<file path="src/rtl/border_pkg.sv">
// Shared state codes for the nested-border renderer and its sequencer.
package border_pkg;

    localparam int STATE_W = 3;
    localparam int LEVEL_W = 2;

    typedef logic [STATE_W-1:0] state_t;
    typedef logic [LEVEL_W-1:0] level_t;

    localparam state_t ST_EMPTY = 3'd0;
    localparam state_t ST_OUTER = 3'd1;
    localparam state_t ST_MID   = 3'd2;
    localparam state_t ST_FULL  = 3'd3;
    localparam state_t ST_ALT   = 3'd4;

    localparam level_t LEVEL_MIN = 2'd0;
    localparam level_t LEVEL_MAX = 2'd3;

endpackage

</file>
<file path="src/rtl/button_debounce.sv">
// Synchronises a raw pushbutton, debounces it and emits a press pulse.
module button_debounce #(
    parameter int DEBOUNCE_CYCLES = 200_000
) (
    input  logic clk,
    input  logic reset,
    input  logic btn_raw,
    output logic btn_pulse
);

    localparam int CW = $clog2(DEBOUNCE_CYCLES);
    localparam logic [CW-1:0] CNT_LAST = CW'(DEBOUNCE_CYCLES - 1);

    logic          sync_a;
    logic          sync_b;
    logic          stable;
    logic [CW-1:0] cnt;

    always_ff @(posedge clk or posedge reset) begin
        if (reset) begin
            sync_a    <= 1'b0;
            sync_b    <= 1'b0;
            stable    <= 1'b0;
            cnt       <= '0;
            btn_pulse <= 1'b0;
        end else begin
            sync_a    <= btn_raw;
            sync_b    <= sync_a;
            btn_pulse <= 1'b0;
            if (sync_b == stable) begin
                cnt <= '0;
            end else if (cnt == CNT_LAST) begin
                // Accept the change; only presses produce a pulse.
                cnt       <= '0;
                stable    <= sync_b;
                btn_pulse <= sync_b;
            end else begin
                cnt <= cnt + 1'b1;
            end
        end
    end

endmodule

</file>
<file path="src/rtl/border_state_ctrl.sv">
// Button-driven border level sequencer with optional mid-ring blink.
module border_state_ctrl
    import border_pkg::*;
#(
    parameter int DEBOUNCE_CYCLES = 200_000,
    parameter int BLINK_CYCLES    = 25_000_000
) (
    input  logic               clk,
    input  logic               reset,
    input  logic               btn_up,
    input  logic               btn_down,
    input  logic               btn_blink,
    output logic [STATE_W-1:0] state,
    output logic               blink_en
);

    localparam int BW = $clog2(BLINK_CYCLES);
    localparam logic [BW-1:0] BLINK_LAST = BW'(BLINK_CYCLES - 1);

    logic          up_pulse;
    logic          down_pulse;
    logic          blink_pulse;
    level_t        level;
    level_t        level_n;
    logic          blink_n;
    logic          phase;
    logic          phase_n;
    logic [BW-1:0] bcnt;
    logic [BW-1:0] bcnt_n;
    logic          active;
    logic          active_n;
    state_t        state_n;

    button_debounce #(.DEBOUNCE_CYCLES(DEBOUNCE_CYCLES)) u_up (
        .clk       (clk),
        .reset     (reset),
        .btn_raw   (btn_up),
        .btn_pulse (up_pulse)
    );

    button_debounce #(.DEBOUNCE_CYCLES(DEBOUNCE_CYCLES)) u_down (
        .clk       (clk),
        .reset     (reset),
        .btn_raw   (btn_down),
        .btn_pulse (down_pulse)
    );

    button_debounce #(.DEBOUNCE_CYCLES(DEBOUNCE_CYCLES)) u_blink (
        .clk       (clk),
        .reset     (reset),
        .btn_raw   (btn_blink),
        .btn_pulse (blink_pulse)
    );

    always_comb begin
        level_n = level;
        if (up_pulse && !down_pulse && level != LEVEL_MAX) begin
            level_n = level + 1'b1;
        end else if (down_pulse && !up_pulse && level != LEVEL_MIN) begin
            level_n = level - 1'b1;
        end
        blink_n  = blink_en ^ blink_pulse;
        active   = (level == LEVEL_MAX) && blink_en;
        active_n = (level_n == LEVEL_MAX) && blink_n;

        // Timer idles at zero outside the blink condition.
        bcnt_n  = '0;
        phase_n = 1'b0;
        if (active) begin
            if (bcnt == BLINK_LAST) begin
                bcnt_n  = '0;
                phase_n = ~phase;
            end else begin
                bcnt_n  = bcnt + 1'b1;
                phase_n = phase;
            end
        end

        // Exiting the condition drops straight to the new level.
        if (active_n && phase_n) begin
            state_n = ST_ALT;
        end else begin
            state_n = {1'b0, level_n};
        end
    end

    always_ff @(posedge clk or posedge reset) begin
        if (reset) begin
            level    <= LEVEL_MIN;
            blink_en <= 1'b0;
            phase    <= 1'b0;
            bcnt     <= '0;
            state    <= ST_EMPTY;
        end else begin
            level    <= level_n;
            blink_en <= blink_n;
            phase    <= phase_n;
            bcnt     <= bcnt_n;
            state    <= state_n;
        end
    end

endmodule

</file>
<file path="config.mk">
export PLATFORM = sky130hd
export DESIGN_NAME = border_state_ctrl
export DESIGN_NICKNAME = d
export VERILOG_FILES = /design/src/rtl/border_pkg.sv /design/src/rtl/button_debounce.sv /design/src/rtl/border_state_ctrl.sv
export SDC_FILE = /design/constraint.sdc
export NUM_CORES = 1
export LEC_CHECK = 0
export CAP_MARGIN = 10
export CORE_ASPECT_RATIO = 0.5
export CORE_MARGIN = 5
export CORE_UTILIZATION = 45
export DETAILED_ROUTE_END_ITERATION = 7
export GPL_TIMING_DRIVEN = 0
export MAX_ROUTING_LAYER = met4
export SLEW_MARGIN = 15
export SYNTH_ARGS = -nofsm -noshare
export SYNTH_HDL_FRONTEND = slang
export SYNTH_HIERARCHICAL = 1
export SYNTH_SLANG_ARGS = --single-unit
</file>
<file path="constraint.sdc">
create_clock -name clk -period 1.9 [get_ports clk]
set_input_delay 0.38 -clock clk [delete_from_list [all_inputs] [get_ports clk]]
set_output_delay 0.38 -clock clk [all_outputs]
set_load 0.01 [all_outputs]
</file>
==> out/qor.txt <==
outcome: finished clean
Net Count, Synth: 471
Startpoint Class: register
ANT cells: 0
core area: 10,900 sq um
area added between synthesis and finish: 14.1%
Syn Area/Cell: 10.8 sq um
Worst EP required: 2.13 ns
CP arrival: 2.04 ns
Vias: 3,280
routed wire length: 8580 um
Worst R2R Setup Slack: 0.09 ns
Pwr per Cell Area: 712 nW/um^2
Layout fillers: 974
DRC: 0
hold crit path type: register to register
TNS Setup: 0 ns
root buffer cell: clkbuf_16
post-route cell area: 5650 sq um
crit path time final: 1.81 ns
EDFF count, synth: 0
Starting DRT DRC Count: 195
DP Area: 5220 sq um
# nets final: 501
worst-path fanout max: 10
CTS tree: yes
H-tree depth: 3
Hold Startpoint: u_blink/sync_a
Hold Vio Cnt, Final: 0
die boundary width: 158 um
count of pins over their slew limit: 0
Max Fclk: 553 MHz
worst-margin pin slew: 0.849 ns
IO Count: 9
dpl hpwl: 5810 um
most frequent cells in the layout: dfrtp_1 (95), nor2_1 (59), xnor2_1 (50), nand3_1 (33), nor2_2 (30)
initial antenna violation count: 0
Final Setup Violations: 0
pin count of the biggest net entering global routing: 33
hold depth: 0
Main synth FF type: dfrtp_1
cell count after synthesis: 460
Synth warnings: 6
clock buffer depth: 2
Slowest cell on crit path: dfrtp_2
Leak: 2.32 nW
Die Ht: 84.2 um
number of global-route vias before repair: 3,219
die area: 13,300 sq um
final worst-path cycle share: 95.2%
post-route ant nets: 0
CP cell instances: nor4b_4, nand4_1, nor4_4, or2_1, buf_6, buf_8, nor2_1
Remaining Overflow, GRT: 0
Reg2Reg Depth: 7
VDD IR-drop max: 0.390 mV
capture point of the worst reg-to-reg path: bcnt[14]
Crit. End Element: register
worst clock skew: 0.00501 ns
worst setup path category: register to register
Max stage delay on crit path: 0.45 ns
max-cap viol count: 0
Pre-antenna DRT Iters: 4
Async S/R FF share, synth: 100%
mapped cell area: 4950 sq um
Hold Path End: u_blink/sync_b
Port Buf Inserts: 8
first-pass GRT wire length: 15,100 um
# hold bufs at CTS: 0
CTS Sinks: 98
later-pin clock latency in the skew report: 0.34 ns
slew margin rel.: 43.3%
fraction of layout instances using a drive strength above 1: 21.1%
most common cell after layout, fill and taps aside: dfrtp_1
RSZ-0062 raised after global routing: yes
GRT Resource Usage Total: 14.3%
RePlAce Congestion: 0.752
Seq/Total Area, Yosys: 49.5%
Yosys reg bits: 98
vias per std cell: 5.13
DR WL/cell: 13.4 um
clock slew at reported path FFs: 0.06 ns
initial core utilization: 45.5%
CTS buffer count: 9
reg2reg start: bcnt[9]
row cnt: 27
Yosys cell types: 37
-- routing by layer --
metal  vias to the layer above  track usage [%]  routed length (um)
met5                         -                -                   0
met4                         0             3.48                  82
met3                         7             4.17                 265
met2                        31             21.3                3840
met1                      1608             19.4                4400
li1                       1634                -                   -
-- sequential cells by signal (all words and copies together), names as in the netlist, 2 cells and up --
| signal | cells |
|---|---|
| u_up/cnt | 18 |
| bcnt | 25 |
| state | 3 |
| u_blink/cnt | 18 |
| level | 2 |
| u_down/cnt | 18 |
-- where the power goes --
group          internal, mW  switching, mW
registers              2.11         0.0133
logic                0.0469         0.0955
clock network          1.02          0.738
total                  3.17          0.847
-- Yosys cell counts, types with 2 or more instances --
master    number  area [sq um]
and2_1         3          18.8
nand4_1       14          87.6
clkbuf_2       3          15.0
xor2_1        22           193
o31ai_4        3          63.8
nor2_1        59           221
dfrtp_1       98          2450
nand4_4        3          63.8
ha_1           6          75.1
xnor2_1       50           438
and3_1        14          87.6
mux2_2         3          33.8
nand3_1       33           165
nor3b_1        4          30.0
nor3_1         9          45.0
buf_6          2          22.5
nor4_1        12          75.1
o21ai_0        3          15.0
nor4b_2        5          75.1
nand2b_1       2          12.5
a31oi_1        2          12.5
nand3_2        6          60.1
a21oi_1        7          35.0
a21o_1         6          45.0
and4bb_2       6          75.1
or2_1          2          12.5
buf_8          3          45.0
nor2_2        30           188
nor4_4         4          85.1
nand2_1       20          75.1
inv_1         20          75.1
-- worst max-delay path: cells and delay by family, from the launching register on --
family	cells	cell delay, ns
buf+inv	2	0.26
flops	1	0.45
simple gates	5	0.99
-- through the flow --
step / power, mW / util [%] / std cells / setup slack, ns / hold WS (ns)
6_report: 4.02 / 52.0 / 639 / 0.0917 / 0.347
5_1_grt: 4.20 / 52.0 / 639 / -0.0151 / 0.362
4_1_cts: 4.08 / 50.9 / 631 / 0.0222 / 0.349
3_5_place_dp: 2.30 / 48.0 / 613 / -0.113 / 0.335
3_3_place_gp: 2.30 / 48.0 / 613 / -0.113 / 0.334
2_1_floorplan: 2.26 / - / 460 / 0.136 / 0.331
-- layout make-up --
class | count | area, sq um | share of cell area, %
Clock inverter | 2 | 10.0 | 0.177
Timing Repair Buffer | 19 | 163 | 2.88
Buffer | 9 | 101 | 1.79
Inverter | 20 | 75.1 | 1.33
Multi-Input combinational cell | 333 | 2380 | 42.2
Sequential cell | 98 | 2460 | 43.5
Clock buffer | 13 | 280 | 4.96
Tap cell | 145 | 181 | 3.21
-- kinds of logic after synthesis --
kind of cell	after synthesis	share of synthesized area, %
multiplexers	3	0.682
AO/OA/AOI/OAI	23	3.81
XOR/XNOR	72	12.7
flip-flops	98	49.5
AND/OR/NAND/NOR	229	28.4
adder cells (fa/ha/maj)	6	1.52
buffers and inverters	29	3.33
-- repair_timing --
item | CTS | global route
endpoints found under the setup margin | 22 | 36
resized for setup | 3 | 11
pin swaps | 2 | 7
buffers inserted | 3 | 8
-- how the worst max path moves through the flow --
| stage | from | to | slack (ns) | cells after the start |
|---|---|---|---|---|
| 6_report | bcnt[9] | bcnt[14] | 0.09 | 7 |
| 5_1_grt | bcnt[9] | state[1] | -0.02 | 6 |
| 4_1_cts | bcnt[1] | bcnt[14] | 0.02 | 8 |
| 3_5_place_dp | bcnt[0] | bcnt[12] | -0.11 | 8 |
| 3_3_place_gp | reset | bcnt[11] | -0.11 | 2 |
| 2_1_floorplan | bcnt[0] | bcnt[11] | 0.14 | 8 |
(Power assumes the default switching activity.)
